[config.mk]
export PLATFORM = sky130hd
export DESIGN_NAME = dtree_seq_classifier
export DESIGN_NICKNAME = d
export VERILOG_FILES = /design/src/rtl/dtree_seq_classifier.sv
export SDC_FILE = /design/constraint.sdc
export NUM_CORES = 2
export LEC_CHECK = 0
export ABC_AREA = 1
export CAP_MARGIN = 10
export CORE_ASPECT_RATIO = 1.75
export CORE_MARGIN = 10
export CORE_UTILIZATION = 60
export CTS_CLUSTER_DIAMETER = 50
export DETAILED_ROUTE_END_ITERATION = 7
export DONT_BUFFER_PORTS = 1
export PLACE_DENSITY = 0.85
export SLEW_MARGIN = 20
export SYNTH_ARGS = -nofsm -noshare
export SYNTH_HDL_FRONTEND = slang
export SYNTH_SLANG_ARGS = --single-unit
[constraint.sdc]
create_clock -name clk -period 57 [get_ports clk]
set_input_delay 8.55 -clock clk [delete_from_list [all_inputs] [get_ports clk]]
set_output_delay 8.55 -clock clk [all_outputs]
set_load 0.02 [all_outputs]
[src/rtl/dtree_seq_classifier.sv]
// Sequential decision-tree ensemble classifier: walks a run-time-loadable node
// table one node per cycle, tallies leaf votes per tree and reports a strict-majority decision.
module dtree_seq_classifier #(
  parameter int N_FEAT     = 51,
  parameter int N_TREES    = 4,
  parameter int NODE_DEPTH = 64,
  parameter int MAX_STEPS  = 16,
  localparam int FEAT_W    = $clog2(N_FEAT),
  localparam int ADDR_W    = $clog2(NODE_DEPTH),
  localparam int VOTE_W    = $clog2(N_TREES + 1),
  localparam int NODE_W    = 2 + FEAT_W + 2 * ADDR_W
) (
  input  logic              clk,
  input  logic              rst,
  input  logic              cfg_we,
  input  logic [ADDR_W-1:0] cfg_addr,
  input  logic [NODE_W-1:0] cfg_wdata,
  input  logic              in_valid,
  output logic              in_ready,
  input  logic [N_FEAT-1:0] i,
  output logic              out_valid,
  input  logic              out_ready,
  output logic              o,
  output logic [VOTE_W-1:0] votes,
  output logic              err
);

  localparam int TREE_W    = (N_TREES > 1) ? $clog2(N_TREES) : 1;
  localparam int STEP_W    = $clog2(MAX_STEPS + 1);
  localparam int STRIDE_SH = $clog2(NODE_DEPTH / N_TREES);
  localparam int FEAT_SPAN = 1 << FEAT_W;

  localparam logic [1:0] IDLE = 2'd0;
  localparam logic [1:0] WALK = 2'd1;
  localparam logic [1:0] DONE = 2'd2;

  localparam logic [NODE_W-1:0] NODE_RST  = {1'b1, {(NODE_W-1){1'b0}}};
  localparam logic [VOTE_W:0]   TREES_REF = (VOTE_W + 1)'(N_TREES);

  logic [1:0]        state_q, state_d;
  logic [N_FEAT-1:0] i_q, i_d;
  logic [ADDR_W-1:0] cur_q, cur_d;
  logic [STEP_W-1:0] step_q, step_d;
  logic [TREE_W-1:0] tree_q, tree_d;
  logic [VOTE_W-1:0] vote_acc_q, vote_acc_d;
  logic              err_acc_q, err_acc_d;
  logic              o_q, o_d;
  logic [VOTE_W-1:0] votes_q, votes_d;
  logic              err_q, err_d;
  logic              in_ready_q, in_ready_d;
  logic              out_valid_q, out_valid_d;

  logic [NODE_W-1:0] mem_q [NODE_DEPTH];

  logic [NODE_W-1:0]    node_s;
  logic                 is_leaf_s;
  logic                 leaf_val_s;
  logic [FEAT_W-1:0]    feat_idx_s;
  logic [ADDR_W-1:0]    hi_s;
  logic [ADDR_W-1:0]    lo_s;
  logic [FEAT_SPAN-1:0] feat_pad_s;
  logic                 feat_bit_s;
  logic                 timeout_s;
  logic [VOTE_W-1:0]    vote_sum_s;
  logic [TREE_W-1:0]    tree_inc_s;
  logic [ADDR_W-1:0]    root_next_s;

  assign node_s      = mem_q[cur_q];
  assign is_leaf_s   = node_s[NODE_W-1];
  assign leaf_val_s  = node_s[NODE_W-2];
  assign feat_idx_s  = node_s[2*ADDR_W +: FEAT_W];
  assign hi_s        = node_s[ADDR_W +: ADDR_W];
  assign lo_s        = node_s[0 +: ADDR_W];
  // Zero-extending the features makes any feat_idx beyond N_FEAT read as 0.
  assign feat_pad_s  = FEAT_SPAN'(i_q);
  assign feat_bit_s  = feat_pad_s[feat_idx_s];
  assign timeout_s   = !is_leaf_s && (step_q == STEP_W'(MAX_STEPS));
  assign vote_sum_s  = vote_acc_q + VOTE_W'(is_leaf_s & leaf_val_s);
  assign tree_inc_s  = tree_q + TREE_W'(1);
  assign root_next_s = ADDR_W'(tree_inc_s) << STRIDE_SH;

  assign in_ready  = in_ready_q;
  assign out_valid = out_valid_q;
  assign o         = o_q;
  assign votes     = votes_q;
  assign err       = err_q;

  // Next-state logic for the accept / walk / present sequence.
  always_comb begin
    state_d    = state_q;
    i_d        = i_q;
    cur_d      = cur_q;
    step_d     = step_q;
    tree_d     = tree_q;
    vote_acc_d = vote_acc_q;
    err_acc_d  = err_acc_q;
    o_d        = o_q;
    votes_d    = votes_q;
    err_d      = err_q;
    case (state_q)
      IDLE: begin
        if (in_valid) begin
          i_d        = i;
          vote_acc_d = '0;
          err_acc_d  = 1'b0;
          tree_d     = '0;
          cur_d      = '0;
          step_d     = STEP_W'(1);
          state_d    = WALK;
        end else begin
          state_d = IDLE;
        end
      end
      WALK: begin
        if (is_leaf_s || timeout_s) begin
          vote_acc_d = vote_sum_s;
          err_acc_d  = err_acc_q | timeout_s;
          if (tree_q == TREE_W'(N_TREES - 1)) begin
            votes_d = vote_sum_s;
            o_d     = {vote_sum_s, 1'b0} > TREES_REF;
            err_d   = err_acc_q | timeout_s;
            state_d = DONE;
          end else begin
            tree_d = tree_inc_s;
            cur_d  = root_next_s;
            step_d = STEP_W'(1);
          end
        end else begin
          step_d = step_q + STEP_W'(1);
          cur_d  = feat_bit_s ? hi_s : lo_s;
        end
      end
      DONE: begin
        if (out_ready) begin
          state_d = IDLE;
        end else begin
          state_d = DONE;
        end
      end
      default: begin
        state_d = IDLE;
      end
    endcase
    in_ready_d  = (state_d == IDLE);
    out_valid_d = (state_d == DONE);
  end

  // Control, datapath and output registers.
  always_ff @(posedge clk or posedge rst) begin
    if (rst) begin
      state_q     <= IDLE;
      i_q         <= '0;
      cur_q       <= '0;
      step_q      <= '0;
      tree_q      <= '0;
      vote_acc_q  <= '0;
      err_acc_q   <= 1'b0;
      o_q         <= 1'b0;
      votes_q     <= '0;
      err_q       <= 1'b0;
      in_ready_q  <= 1'b1;
      out_valid_q <= 1'b0;
    end else begin
      state_q     <= state_d;
      i_q         <= i_d;
      cur_q       <= cur_d;
      step_q      <= step_d;
      tree_q      <= tree_d;
      vote_acc_q  <= vote_acc_d;
      err_acc_q   <= err_acc_d;
      o_q         <= o_d;
      votes_q     <= votes_d;
      err_q       <= err_d;
      in_ready_q  <= in_ready_d;
      out_valid_q <= out_valid_d;
    end
  end

  // Node table; writes land only while idle so an in-flight walk never sees a change.
  always_ff @(posedge clk or posedge rst) begin
    if (rst) begin
      for (int k = 0; k < NODE_DEPTH; k++) begin
        mem_q[k] <= NODE_RST;
      end
    end else if (cfg_we && (state_q == IDLE)) begin
      mem_q[cfg_addr] <= cfg_wdata;
    end
  end

endmodule

After elaboration in Yosys (flattened, before gate mapping)
Cells that the tools add are included.

word-level totals
  latch bits = 0
  bits in registers = 1,357
  memory bits (writable) = 0
  ROM bits = 0
  logic and storage cells = 142
  memories = 0

operators by class
  div/mod/pow operators = 0
  equal/unequal tests = 9
  $mul = 0
  magnitude comparators = 5
  muxes and demuxes = 32
  add/subtract/negate cells = 3
  reductions and logical operators = 13
  bitwise operators = 4
  shifts and indexed selects = 0

operators with widths
  operator                                                       number
  bitwise mux 1280 bit                                           1
  binary-select mux 20 bit (select 6 bit)                        1
  demux 20 bit (select 6 bit)                                    1
  2-to-1 mux 20 bit                                              3
  2-to-1 mux 6 bit                                               4
  2-to-1 mux 5 bit                                               3
  >= comparator 7 bit, second input constant                     2
  NOT 6 -> 7 bit                                                 2
  2-to-1 mux 2 bit                                               6
  case mux 6 bit (2 select lines)                                1
  case mux 5 bit (2 select lines)                                1
  AND reduction 3 bit                                            3
  < comparator 6 x 7 -> 1 bit, second input constant             1
  < comparator 7 x 1 -> 1 bit, second input constant             1
  binary-select mux 1 bit (select 6 bit)                         1
  == test 2 bit, second input constant                           3
  2-to-1 mux 3 bit                                               2
  inequality test 2 bit, second input constant                   3
  case mux 2 bit (3 select lines)                                1
  case mux 3 bit (2 select lines)                                1
  adder 5 x 1 -> 5 bit, second input constant                    1
  == test 5 bit, second input constant                           1
  greater-than comparator 4 x 3 -> 1 bit, second input constant  1
  logical NOT 2 bit                                              2
  other kinds (15)                                               20

Depth between registers and ports, before layout
  word-level depth = 10
  gate-level depth with buffers = 24
  mapped depth without buffers = 22

Worst setup path before layout
Ideal clock, no wire load.

  path type = in2reg
  start = in cfg_addr[0]
  end = reg mem_q[1000] (netlist name)
  slack = 47.004 ns
  buffers on the path = 1
  arrival time = 9.863 ns
  cell stages on the path = 6
  cell sequence = inv_1 -> nor4_1 -> nand2_1 -> clkbuf_1 -> nand2_1 -> o21ai_0

between the ends
  cells in the longest elaborated chain, start to end = 6
  elaborated cells on any way between the ends = 7
  classes of those cells = 2 x order compare; 3 x mux; 1 x bitwise; 1 x reduce/logical

ends and longest elaborated chain
  what                                                                                      RTL line  text
  start: declaration                                                                        16        input logic [ADDR_W-1:0] cfg_addr,
  NOT 6 -> 7 bit (implied by the code) *                                                    186       mem_q[cfg_addr] <= cfg_wdata;
  >= comparator 7 bit (implied by the code) or < comparator 7 x 1 -> 1 bit (tied branches)  186
  logical AND 1 bit (implied by the code)                                                   186
  2-to-1 mux 20 bit (implied by the code)                                                   186
  demux 20 bit (select 6 bit) *                                                             186
  bitwise mux 1280 bit *                                                                    186
  end signal: indexed assignment                                                            186
  end: declaration                                                                          53        logic [NODE_W-1:0] mem_q [NODE_DEPTH];

Mark *: on every way between the ends. The rest lies on a longest branch, timed or not.
A chain may end at the register's enable or synchronous reset.

==> Flow_metrics.wiki <==
{| class="wikitable"
! Metric !! Value
|-
| Clock buffer count from CTS || 114
|-
| Cells after synthesis || 7186
|-
| Yosys synthesis warning count || 0
|-
| Time the worst path needs with I/O delays and setup || 11.17 ns
|-
| Most common flop cell mapped by yosys || dfrtp_1
|-
| Unrepaired setup endpoints after global routing || no
|-
| Share of the core filled with cells || 64.08%
|-
| Routability congestion estimate from global placement || 0.9170
|-
| Via count of the first global-routing pass || 52090
|-
| Period utilisation layout || 19.60%
|-
| Placement Rows || 154
|-
| Crit Reg-Reg Startpoint || cur_q[0]
|-
| CTS Root Cell || clkbuf_16
|-
| Total routing resource utilization after global routing || 31.87%
|-
| Number of buffers added to fix hold violations after cts || 0
|-
| Tightest Pin Transition || 1.250 ns
|-
| Clock sink total || 1357
|-
| Failing checks || design-rule violations
|-
| Number of top-level design ports || 89
|-
| CTS H-Tree Depth || 3
|-
| Syn Area/Cell || 8.508 um^2
|-
| Top cells by area in the synthesized netlist || dfrtp_1 53%, nand2_1 15%, o21ai_0 12%
|-
| Clock-pin slew on the worst setup and hold paths || 0.07 ns
|-
| Final setup vio count || 0
|-
| Maximum operating frequency || 89.51 MHz
|-
| Final count of pins violating max slew || 0
|-
| Number of storage elements in the synthesis netlist || 1357
|-
| NetSw || 1.138 mW
|-
| Syn-to-layout area delta || 5.820%
|-
| Critical path type || primary input to async pin
|-
| # placed instances || 7975
|-
| Total negative setup slack || 0 ns
|-
| Part of the power in registers || 39.7%
|-
| Power Total || 2.914 mW
|-
| CP startpoint || rst
|-
| Number of vias after detailed routing || 53080
|-
| Number of nets still failing antenna checks after routing || 0
|-
| Horizontal extent of the die || 261.3 um
|-
| Effective utilization at floorplan || 60.55%
|-
| Count of different cell masters after synthesis || 46
|-
| Status || finished with violations
|-
| Later-pin clock latency in the skew report || 0.76 ns
|-
| First-pass GRT wire length || 291600 um
|-
| Final Skew || 0.03044 ns
|-
| Max Cap Violations || 0
|-
| Endpoint required time on the critical path || 57.73 ns
|-
| WL/cell || 22.67 um
|-
| VDD IR-drop max || 0.04509 mV
|-
| Critical Path Fanout Max || 142
|-
| Int Pwr || 1.776 mW
|-
| IO Port Bufs || 0
|-
| Share of post-route cells with drive strength above 1 || 6.630%
|-
| Number of antenna violations at the first check in global routing || 5
|-
| Critical path launch point type || primary input
|-
| Setup ws final || 45.83 ns
|-
| Final wirelength || 185700 um
|-
| Post-CTS setup-driven buffer insertion count || 0
|-
| Final instance area || 64700 um^2
|-
| Post-route DRC violation count || 5
|-
| Placement-stage worst setup slack || 44.73 ns
|-
| Critical path arrival || 11.90 ns
|-
| Initial DRC count || 7151
|-
| Largest buffer count on any clock path || 3
|-
| Post-synthesis cell area || 61140 um^2
|-
| Area taken by multi-input logic gates || 23770 um^2
|-
| Overall die height || 442.3 um
|-
| CTS tree || done
|-
| Net count reported at finish || 6853
|-
| Vias per cell || 6.478
|-
| Worst min-delay path class || flop to flop
|-
| Seq/Total Area, Yosys || 55.67%
|-
| Number of nets in the synthesized netlist || 7273
|-
| Post-DP Area || 60810 um^2
|-
| Number of endpoints with negative hold slack in the final report || 0
|-
| Sw frac || 39.05%
|-
| Asr flop ratio synth || 100.0%
|-
| Cell taking the most area after synthesis || dfrtp_1
|-
| HPWL after detailed placement || 104900 um
|-
| Total of cells resized after clock tree synthesis || 0
|-
| HP Start || i_q[0]
|-
| Combinational share of power || 32.6%
|-
| Hold Worst Slack || 0.4757 ns
|-
| Die Outline Area || 115600 um^2
|-
| FF/Latch Area || 34060 um^2
|-
| Filler cell count in the final layout || 7800
|-
| Yosys top cell area share || 52.88%
|-
| Leakage || 28.02 nW
|-
| Clk pwr share || 27.7%
|-
| Number of synthesized flops with an enable pin || 0
|-
| GR Overflow Total || 0
|-
| Power Dens Cells || 45.05 nW/um^2
|-
| Maximum number of pins on one net before global-route repair || 189
|-
| Area inside the core boundary || 101000 um^2
|-
| Number of optimization iterations in the first detailed-route pass || 8
|-
| Max-slew headroom || 15.76%
|-
| Crit. End Element || async pin
|-
| Final instance count without filler cells || 8193
|}
==> registers in the layout, indices dropped and copies added (netlist names) <==
| name | flops |
|---|---|
| err | 1 |
| step_q | 5 |
| i_q | 51 |
| state_q | 2 |
| err_acc_q | 1 |
| in_ready | 1 |
| votes | 3 |
| vote_acc_q | 3 |
| cur_q | 6 |
| out_valid | 1 |
| mem_q | 1280 |
| o | 1 |
| tree_q | 2 |
==> cell families (layout without fill, tap and decap cells) <==
logic type | after synthesis | after routing | share of synthesized area, %
compound gates | 2170 | 2170 | 19.75
xor+xnor | 3 | 3 | 0.04298
fa+ha+maj | 5 | 5 | 0.1023
buf+inv | 731 | 408 | 5.646
flops | 1357 | 1357 | 55.67
other cells | 0 | 4 | 0
simple gates | 2920 | 2920 | 18.79
==> layout by cell type, fill, tap and decap left out, types with 8 or more instances in the layout <==
master	Yosys	final
a32o_1	97	97
o221ai_1	26	26
inv_2	8	27
o22ai_1	58	58
buf_4	50	120
clkinv_2	0	22
nand2_1	2453	2437
a221oi_1	96	96
clkbuf_16	0	116
nand2_2	3	19
clkbuf_1	444	30
nor2_1	116	116
a311oi_1	8	8
o21ai_1	61	61
a21oi_1	335	335
dfrtp_1	1292	1287
inv_1	34	32
o21ai_0	1440	1440
dfstp_2	65	65
o211ai_1	20	20
clkbuf_8	0	31
nand3_1	316	316
==> routing by layer <==
metal | GRT usage (%) | wire (um) | vias to the layer above
met3 | 7.891 | 21070 | 760
met1 | 38.71 | 65170 | 25790
met4 | 23.82 | 15320 | 10
met5 | 0.2136 | 82 | -
met2 | 48.57 | 84080 | 3187
li1 | - | - | 23330
==> power by group through the flow <==
stage | logic [mW] | clock network (mW) | registers, mW
6_report | 0.950 | 0.807 | 1.16
3_5_place_dp | 0.895 | 0 | 1.17
5_1_grt | 1.01 | 0.848 | 1.17
3_3_place_gp | 0.876 | 0 | 1.16
2_1_floorplan | 0.652 | 0 | 1.14
4_1_cts | 0.906 | 0.809 | 1.15
==> area by class of cell <==
class	count	share of cell area, %
antenna	4	0.01547
clock buffer	177	5.320
clock inverter	36	0.6208
inverter	64	0.4274
multi-input combinational	5098	36.74
sequential	1357	52.64
tap	1326	2.564
timing repair buffer	131	1.669
==> worst paths after layout <==
kind / to / slack (ns) / cells past startpoint
max: mem_q[267] / 45.83 / 4
min: i_q[0] / 0.48 / 2
max reg2reg: cur_q[4] / 50.93 / 21
min reg2reg: i_q[0] / 0.48 / 2
max in group clk: mem_q[1190] / 46.49 / 4
min in group asynchronous: mem_q[769] / 7.89 / 1
==> synth_stat cells, types with 20 or more instances <==
cell type,number
o221ai_1,26
nand3_1,316
o21ai_0,1440
clkbuf_1,444
o22ai_1,58
a221oi_1,96
nand2_1,2453
o211ai_1,20
nor2_1,116
clkinv_1,21
dfrtp_1,1292
dfstp_2,65
o21ai_1,61
a32o_1,97
buf_2,119
inv_1,34
buf_4,50
buf_6,49
a21oi_1,335
==> critical path, stage by stage <==
cell,delay [ns]
inv_8,0.65
buf_4,0.77
buf_4,0.83
buf_4,0.90
Note: power is estimated with default switching activity, not from simulation.
